`src/rtl/datapath_control.sv`:
```
// datapath_control: sequencer for a repeated-subtract divider (load, compare, subtract, finish/abort); iteration cap via DATAPATH_CONTROL_TIMEOUT_EN.
// Latency: start accepted at edge 0 -> FIN (CTRL7 + done) in cycle 2q+3, q = final quotient; all outputs registered.
// Backpressure: none; start is sampled only in IDLE and ignored while busy.
module datapath_control #(
  parameter int          QW       = 16,
  parameter int unsigned MAX_ITER = 16'hFFFF
) (
  input  logic          CLK,
  input  logic          RST_N,
  input  logic          start,
  input  logic          cmp_ge,
  input  logic          sub_is_zero,
  output logic          CTRL1,
  output logic          CTRL2,
  output logic          CTRL6,
  output logic          CTRL7,
  output logic          busy,
  output logic          done,
  output logic          err,
  output logic [QW-1:0] quotient
);

  typedef enum logic [2:0] {
    IDLE  = 3'd0,
    LOAD  = 3'd1,
    CHECK = 3'd2,
    SUB   = 3'd3,
    FIN   = 3'd4,
    ABORT = 3'd5
  } state_t;

  state_t state;
  state_t state_nxt;
  logic   iter_cap;

`ifdef DATAPATH_CONTROL_TIMEOUT_EN
  assign iter_cap = (quotient == QW'(MAX_ITER));
`else
  logic unused_max_iter;
  assign unused_max_iter = ^MAX_ITER;
  assign iter_cap        = 1'b0;
`endif

  // A full quotient counter aborts instead of taking another SUB, so it never wraps.
  always_comb begin
    state_nxt = state;
    case (state)
      IDLE:    if (start) state_nxt = LOAD;
      LOAD:    state_nxt = CHECK;
      CHECK: begin
        if (sub_is_zero || (quotient == '1) || iter_cap) state_nxt = ABORT;
        else if (cmp_ge)                                   state_nxt = SUB;
        else                                               state_nxt = FIN;
      end
      SUB:     state_nxt = CHECK;
      FIN:     state_nxt = IDLE;
      ABORT:   state_nxt = IDLE;
      default: state_nxt = IDLE;
    endcase
  end

  // Outputs are registered from the next state so they track the current state exactly.
  always_ff @(posedge CLK or negedge RST_N) begin
    if (!RST_N) begin
      state    <= IDLE;
      CTRL1    <= 1'b0;
      CTRL2    <= 1'b0;
      CTRL6    <= 1'b0;
      CTRL7    <= 1'b0;
      busy     <= 1'b0;
      done     <= 1'b0;
      err      <= 1'b0;
      quotient <= '0;
    end else begin
      state <= state_nxt;
      CTRL1 <= (state_nxt == LOAD);
      CTRL2 <= (state_nxt == LOAD);
      CTRL6 <= (state_nxt == SUB);
      CTRL7 <= (state_nxt == FIN);
      busy  <= (state_nxt != IDLE);
      done  <= (state_nxt == FIN) || (state_nxt == ABORT);
      if (state == IDLE && start) begin
        quotient <= '0;
        err      <= 1'b0;
      end
      if (state == SUB) quotient <= quotient + 1'b1;
      if (state_nxt == ABORT) err <= 1'b1;
    end
  end

endmodule

```
`config.mk`:
```
export PLATFORM = sky130hd
export DESIGN_NAME = datapath_control
export DESIGN_NICKNAME = d
export VERILOG_FILES = /design/src/rtl/datapath_control.sv
export SDC_FILE = /design/constraint.sdc
export NUM_CORES = 1
export LEC_CHECK = 0
export ABC_AREA = 1
export BUFFER_PORTS_ARGS = -buffer_cell sky130_fd_sc_hd__buf_2
export CORE_UTILIZATION = 37
export DETAILED_ROUTE_END_ITERATION = 12
export GPL_TIMING_DRIVEN = 0
export SLEW_MARGIN = 20
export SYNTH_ARGS = -nofsm -noshare
export SYNTH_HDL_FRONTEND = slang
export SYNTH_SLANG_ARGS = --single-unit
export TNS_END_PERCENT = 10
```
`constraint.sdc`:
```
create_clock -name CLK -period 1.7 [get_ports CLK]
set_clock_uncertainty 0.2 [all_clocks]
set_input_delay 0 -clock CLK [delete_from_list [all_inputs] [get_ports CLK]]
set_output_delay 0 -clock CLK [all_outputs]
set_load 0.01 [all_outputs]
```
==> flow_summary.yaml, run 1 <==
finish:
  nNetsFinal: 204
  insertedDiodeCount: 0
  final_layout_size_suffix_gt1_share_pct: 35.5
  final_core_util_pct: 49.4
  fin_area_um2: 1670
  fin_cells: 243
  area_growth_pct: 25.7
  fill_cells: 339
timing:
  setup_ws_ns: 0.0909
  setup_violations: 0
  fmax_mhz: 621
  period_minus_slack_ns: 1.61
  slew_headroom_pct: 56.9
  hold_viol: 0
  finalSetupTns_ns: 0
  slew_violations: 0
  finalCritPeriodShare_pct: 94.7
  rsz0062_at_grt: "true"
  tightest_slew_ns: 0.644
  holdWs_ns: 0.304
cts:
  max-clock-path-buffers: 2
  htree_levels: 1
  cts_root_buf: "clkbuf_4"
  cts_tree: "done"
  cts_inserted_buffers: 3
  clkSinkCount: 25
  path_clk_slew_ns: 0.14
  clk-insertion-delay-late_ns: 0.32
global_routing:
  grt_util_all_layers_pct: 16.8
  grt_pass1_wl_mm: 4.64
  antenna_found_initial: 0
  grt_overflow: 0
  grt_pass1_vias: 1068
  grt_max_degree: 15
route:
  drt-initial-drc-count: 31
  drt-met1-wl_mm: 1.29
  vias: 1176
  wl_per_cell_um: 11.6
  drt-total-wl_mm: 2.82
  route.detailed.drc: 0
  drtPass1Iterations: 4
  dr.max_layer_used: "met4"
  wl_met2_mm: 1.45
  ant_nets: 0
  wl_met3_um: 58
  routed_via_density: 4.84
hold_path:
  hp-class: "register to register"
place:
  pre_cts_ws_ns: -0.0537
  dpl_cell_area_um2: 1520
  dp_hpwl_mm: 2.11
  port_buffers: 27
  globalplace.congestion: 0.846
  place_inst: 229
floorplanning:
  die_h_um: 62.0
  io_pins: 28
  die_x_um: 62.0
  start_util_pct: 39.3
  die_area_um2: 3840
  row_count: 21
  core_area_um2: 3390
synthesis:
  synth_cell_type_count: 30
  yosys.area_share.simple_pct: 30.8
  syn-num-nets: 162
  synth_top_family_by_area: "simple AND/OR/NAND/NOR gates"
  ys_ff_latch: 25
  synth_warnings: 0
  synth_fa_ha_area_share_pct: 0.940
  synth-edff-count: 0
  syn_avg_cell_area_um2: 8.53
  synth-compound-area-share_pct: 8.27
  synthMuxAreaShare_pct: 0.752
  synth_cells: 156
  synth_xor_area_share_pct: 1.97
  ys.flop_type: "dfrtp_1"
  ys_seq_area_share_pct: 47.0
  synth_area_um2: 1330
  async_flop_share_pct: 100
power_and_ir_drop:
  power_switching_mw: 0.565
  switching_share_pct: 37.0
  p_leak_nw: 0.913
  p_total_mw: 1.53
  power_density_nw_per_um2: 912
  power_frac_seq_pct: 48.4
  power_frac_comb_pct: 34.7
  ir_worst_vdd_v: 0.000558
  p_int_mw: 0.961
  p_clk_share_pct: 17.0
critical_path:
  critPathMaxFanout: 10
  end_kind: "register"
  worstSetupStartpointType: "register"
  required_ns: 1.70
  critPathArrivalTime_ns: 1.61
  crit_type: "register to register"
outcome:
  outcome: "completed"
run:
  drv_cap: 0
routing by layer:
layer  vias to the layer above  global-route usage [%]
li1                        583                       -
met1                       575                    20.5
met2                        16                    29.5
met3                         2                    3.11
met4                         0                    5.71
met5                         -                       0
what timing repair did:
action / CTS / global route
resized for setup: 0 / 9
cloned: 0 / 0
hold endpoints to repair: 34 / 0
endpoints found under the setup margin: 4 / 7
setup buffers: 2 / 2
pin swaps: 0 / 3
hold buffers: 6 / 0
path summary, 6_finish.rpt:
kind                                    start                 endpoint  slack (ns)  depth (start not counted)
max                        state[2]$_DFF_PN0_  quotient[6]$_DFFE_PN0P_        0.09                          7
min                           err$_DFFE_PN0P_          err$_DFFE_PN0P_        0.30                          2
max reg2reg                state[2]$_DFF_PN0_  quotient[6]$_DFFE_PN0P_        0.09                          7
min reg2reg                   err$_DFFE_PN0P_          err$_DFFE_PN0P_        0.30                          2
max in group asynchronous               RST_N  quotient[7]$_DFFE_PN0P_        0.29                          3
min in group asynchronous               RST_N  quotient[5]$_DFFE_PN0P_        0.52                          3
cell families after synthesis:
| logic type | count (synthesis) |
|---|---|
| simple gates | 72 |
| mux | 1 |
| xor+xnor | 3 |
| fa+ha+maj | 1 |
| flops | 25 |
| compound gates | 19 |
| buf+inv | 35 |
placed cells by master, fill, tap and decap left out, types with 3 or more instances in the layout:
cell type	netlist	routed
nand4_1	5	5
dfrtp_1	25	21
buf_4	1	5
inv_1	26	26
dfrtp_2	0	4
nor2_1	6	6
nand2_1	29	28
o22ai_1	3	3
nand2_2	5	6
inv_2	6	6
nand3_1	7	7
nor2_4	3	3
buf_2	1	28
dlygate4sd3_1	0	6
o21ai_0	9	9
clkbuf_4	0	3
nor3_1	5	5
registers in the layout, indices dropped and copies added, names as in the netlist:
register  count
err           1
state         3
CTRL6         1
CTRL7         1
done          1
quotient     16
CTRL2         1
busy          1
worst max-delay path: stages (launching register included):
cell and delay [ns]:
dfrtp_1 0.42, inv_2 0.08, nand3_1 0.08, buf_2 0.20, nor3_1 0.22, nand2_1 0.09, o21ai_0 0.15, inv_1 0.06
synthesized netlist by cell type, types with 2 or more instances:
library cell  instances  area share [%]
inv_1                26             7.3
nor2_2                2            0.94
xor2_1                2             1.3
nor3_2                3             2.3
nor3_1                5             1.9
nand2_2               5             2.3
nand3_2               4             3.0
o22ai_1               3             1.4
o21ai_1               2            0.75
dfrtp_1              25              47
nand3_1               7             2.6
inv_2                 6             1.7
nand2_1              29             8.2
o21ai_0               9             3.4
nor2_4                3             2.5
nor2_1                6             1.7
a21oi_1               2            0.75
nand4_1               5             2.3
power groups by stage:
stage               clock [mW]  sequential, mW  combinational, mW
global placement             0           0.752              0.474
global route             0.295           0.754              0.596
detailed placement           0           0.758              0.485
CTS                      0.276           0.738              0.524
floorplan                    0           0.784              0.289
finish                   0.259           0.738              0.529
final cells by class:
type                            instances  area [um^2]  share of cell area (%)
Clock buffer                            3         22.5                    1.35
Clock inverter                          1         5.00                   0.299
Inverter                               33          124                    7.40
Sequential cell                        25          631                    37.7
Buffer                                  2         12.5                   0.748
Multi-Input combinational cell         96          596                    35.6
Tap cell                               46         57.6                    3.44
Timing Repair Buffer                   37          225                    13.5
No activity file was read; power rests on OpenSTA's default activity.
==> run 2: changes to the inputs <==
--- a/config.mk
+++ b/config.mk
@@ -6,9 +6,9 @@
 export NUM_CORES = 1
 export LEC_CHECK = 0
 export ABC_AREA = 1
-export BUFFER_PORTS_ARGS = -buffer_cell sky130_fd_sc_hd__buf_2
 export CORE_UTILIZATION = 37
 export DETAILED_ROUTE_END_ITERATION = 12
+export DONT_BUFFER_PORTS = 1
 export GPL_TIMING_DRIVEN = 0
 export SLEW_MARGIN = 20
 export SYNTH_ARGS = -nofsm -noshare
==> run 2 against run 1 <==
First-iteration DRC count is 110% higher. Combinational power is 22% lower. Final cell count is 11% lower. Global-route usage is 1.4 points lower. Via count is 9.9% lower. Utilization is 3.0 points lower. Cell area is 6.0% lower. Register-to-register slack worse by 0.05 ns. Sequential power is 7.9% higher. Die area stayed put. Count of clock-buffer cells in the layout stayed put. Critical path type unchanged. Critical endpoint is now busy$_DFF_PN0_. Largest cell class unchanged. Largest power group unchanged. Highest routed layer unchanged.
==> flow_summary.yaml, run 2 (synthesis results as in run 1) <==
critical_path:
  path_buf_inv: 1
  slowest_delay_ns: 0.47
  crit_type: "register to register"
  required_ns: 1.71
  timing.rr.start: "quotient[0]$_DFFE_PN0P_"
  worstSetupStartpointType: "register"
  worstPathCellList: "ha_4, nand3_4, nor2_4, nand2_2, nand4_1, nand2_2, inv_2, nand4_1"
  critPathCapture: "busy$_DFF_PN0_"
  slowest_stage: "dfrtp_2"
  cp.depth: 8
  worst-r2r-setup-slack_ns: 0.04
  critPathMaxFanout: 5
  rr_worst_depth: 8
  cp_top_family: "simple AND/OR/NAND/NOR gates"
  critPathArrivalTime_ns: 1.67
  end_kind: "register"
  r2r_end: "busy$_DFF_PN0_"
  cp-startpoint: "quotient[0]$_DFFE_PN0P_"
global_routing:
  grt_pass1_vias: 966
  top_usage_layer: "met2"
  grt.met2_usage_pct: 27.1
  grt_max_degree: 26
  grt_overflow: 0
  antenna_found_initial: 0
  grt_pass1_wl_mm: 4.24
  grt_util_all_layers_pct: 15.4
  grtUsageMet1_pct: 17.2
  met3_usage_pct: 4.14
route:
  ant_nets: 0
  vias: 1059
  routed_via_density: 4.90
  route.detailed.drc: 0
  drtPass1Iterations: 4
  wl_per_cell_um: 13.0
  drt-initial-drc-count: 65
  drt-total-wl_mm: 2.80
cts:
  cts_tree: "done"
  cts_root_buf: "clkbuf_4"
  clk-insertion-delay-late_ns: 0.32
  path_clk_slew_ns: 0.14
  cts_inserted_buffers: 3
  max-clock-path-buffers: 2
  htree_levels: 1
  clkSinkCount: 25
place:
  place_inst: 202
  dp_hpwl_mm: 2.02
  port_buffers: 0
  globalplace.congestion: 0.813
finish:
  top_register: "quotient"
  top_regs: "quotient x16, state x3"
  nNetsFinal: 177
  final_layout_size_suffix_gt1_share_pct: 28.8
  area_growth_pct: 18.1
  layout_common_cells: "27 x nand2_1, 26 x inv_1, 19 x dfrtp_1, 9 x o21ai_0"
  largest_register_ffs: 16
  fill_cells: 316
  insertedDiodeCount: 0
  mostFrequentLayoutCell: "nand2_1"
  fin_cells: 216
outcome:
  outcome: "completed"
timing:
  finalCritPeriodShare_pct: 97.9
  rsz0062_at_grt: "true"
  slew_headroom_pct: 68.7
  setup_violations: 0
  slew_violations: 0
  period_minus_slack_ns: 1.66
  tightest_slew_ns: 0.466
  hold_viol: 0
  fmax_mhz: 601
  holdWs_ns: 0.324
floorplanning:
  die_h_um: 62.0
  start_util_pct: 39.3
  io_pins: 28
  die_area_um2: 3840
  die_x_um: 62.0
  core_area_um2: 3390
  row_count: 21
power_and_ir_drop:
  power_frac_comb_pct: 28.0
  power_density_nw_per_um2: 941
  ir_worst_vdd_v: 0.000619
  power_switching_mw: 0.557
  power_frac_seq_pct: 53.8
  p_leak_nw: 0.788
  p_clk_share_pct: 18.2
  switching_share_pct: 37.7
  p_int_mw: 0.923
hold_path:
  hp-class: "input pin to register"
run:
  drv_cap: 0
## run 2: cell count changes in the layout (fill, tap and decap cells not counted), sizes merged
cell / previous run / this run
clkinv: 2 / 1
buf: 33 / 7
inv: 32 / 33
dlygate4sd3: 6 / 5
## run 2: repair_timing
action,in CTS,in global routing
endpoints found under the hold margin,39,0
pin swaps,1,4
resized for setup,4,10
setup buffers,0,3
setup endpoints to repair,7,9
hold buffers,7,0
gates cloned,0,0
## run 2: cell type report
cell class                 instances  area, um^2  area share (%)
clock buffer                       3        22.5            1.43
timing repair buffer              10         113            7.16
tap                               46        57.6            3.66
sequential                        25         633            40.3
multi-input combinational         96         606            38.5
clock inverter                     1        5.00           0.318
inverter                          33         124            7.88
buffer                             2        12.5           0.796
## run 2: worst min path at each step
stage	from	to	depth (start not counted)
after CTS	sub_is_zero	CTRL6$_DFF_PN0_	4
after floorplan	RST_N	CTRL2$_DFF_PN0_	0
after detailed placement	RST_N	quotient[5]$_DFFE_PN0P_	0
after global routing	sub_is_zero	state[1]$_DFF_PN0_	4
final	sub_is_zero	state[1]$_DFF_PN0_	4
after global placement	RST_N	quotient[4]$_DFFE_PN0P_	0
## run 2: layer usage
metal  up-vias  wire (um)
li1        526          -
met1       506       1180
met4         0         34
met5         -          0
met3         2        135
met2        25       1450
## run 2: through the flow
step	power (mW)	worst slack, ns	setup TNS, ns	util [%]	cell area, um^2
3_5_place_dp	1.16	-0.0940	-0.336	41.0	1390
3_3_place_gp	1.15	-0.0815	-0.207	41.0	1390
5_1_grt	1.58	-0.0492	-0.178	46.4	1570
4_1_cts	1.46	0.00548	0	44.6	1510
6_report	1.48	0.0365	0	46.4	1570
2_1_floorplan	1.07	0.0906	0	-	1330
## run 2: worst min-delay path, stage by stage
cell           delay [ns]
dlygate4sd3_1        0.52
inv_1                0.07
nand4_1              0.13
nand2_2              0.08
## run 2: power groups by stage
| stage | clock (mW) | combinational [mW] | sequential, mW |
|---|---|---|---|
| after floorplan | 0 | 0.289 | 0.784 |
| after global placement | 0 | 0.351 | 0.798 |
| after detailed placement | 0 | 0.361 | 0.799 |
| after CTS | 0.278 | 0.396 | 0.791 |
| after global routing | 0.307 | 0.468 | 0.809 |
| final | 0.270 | 0.414 | 0.796 |
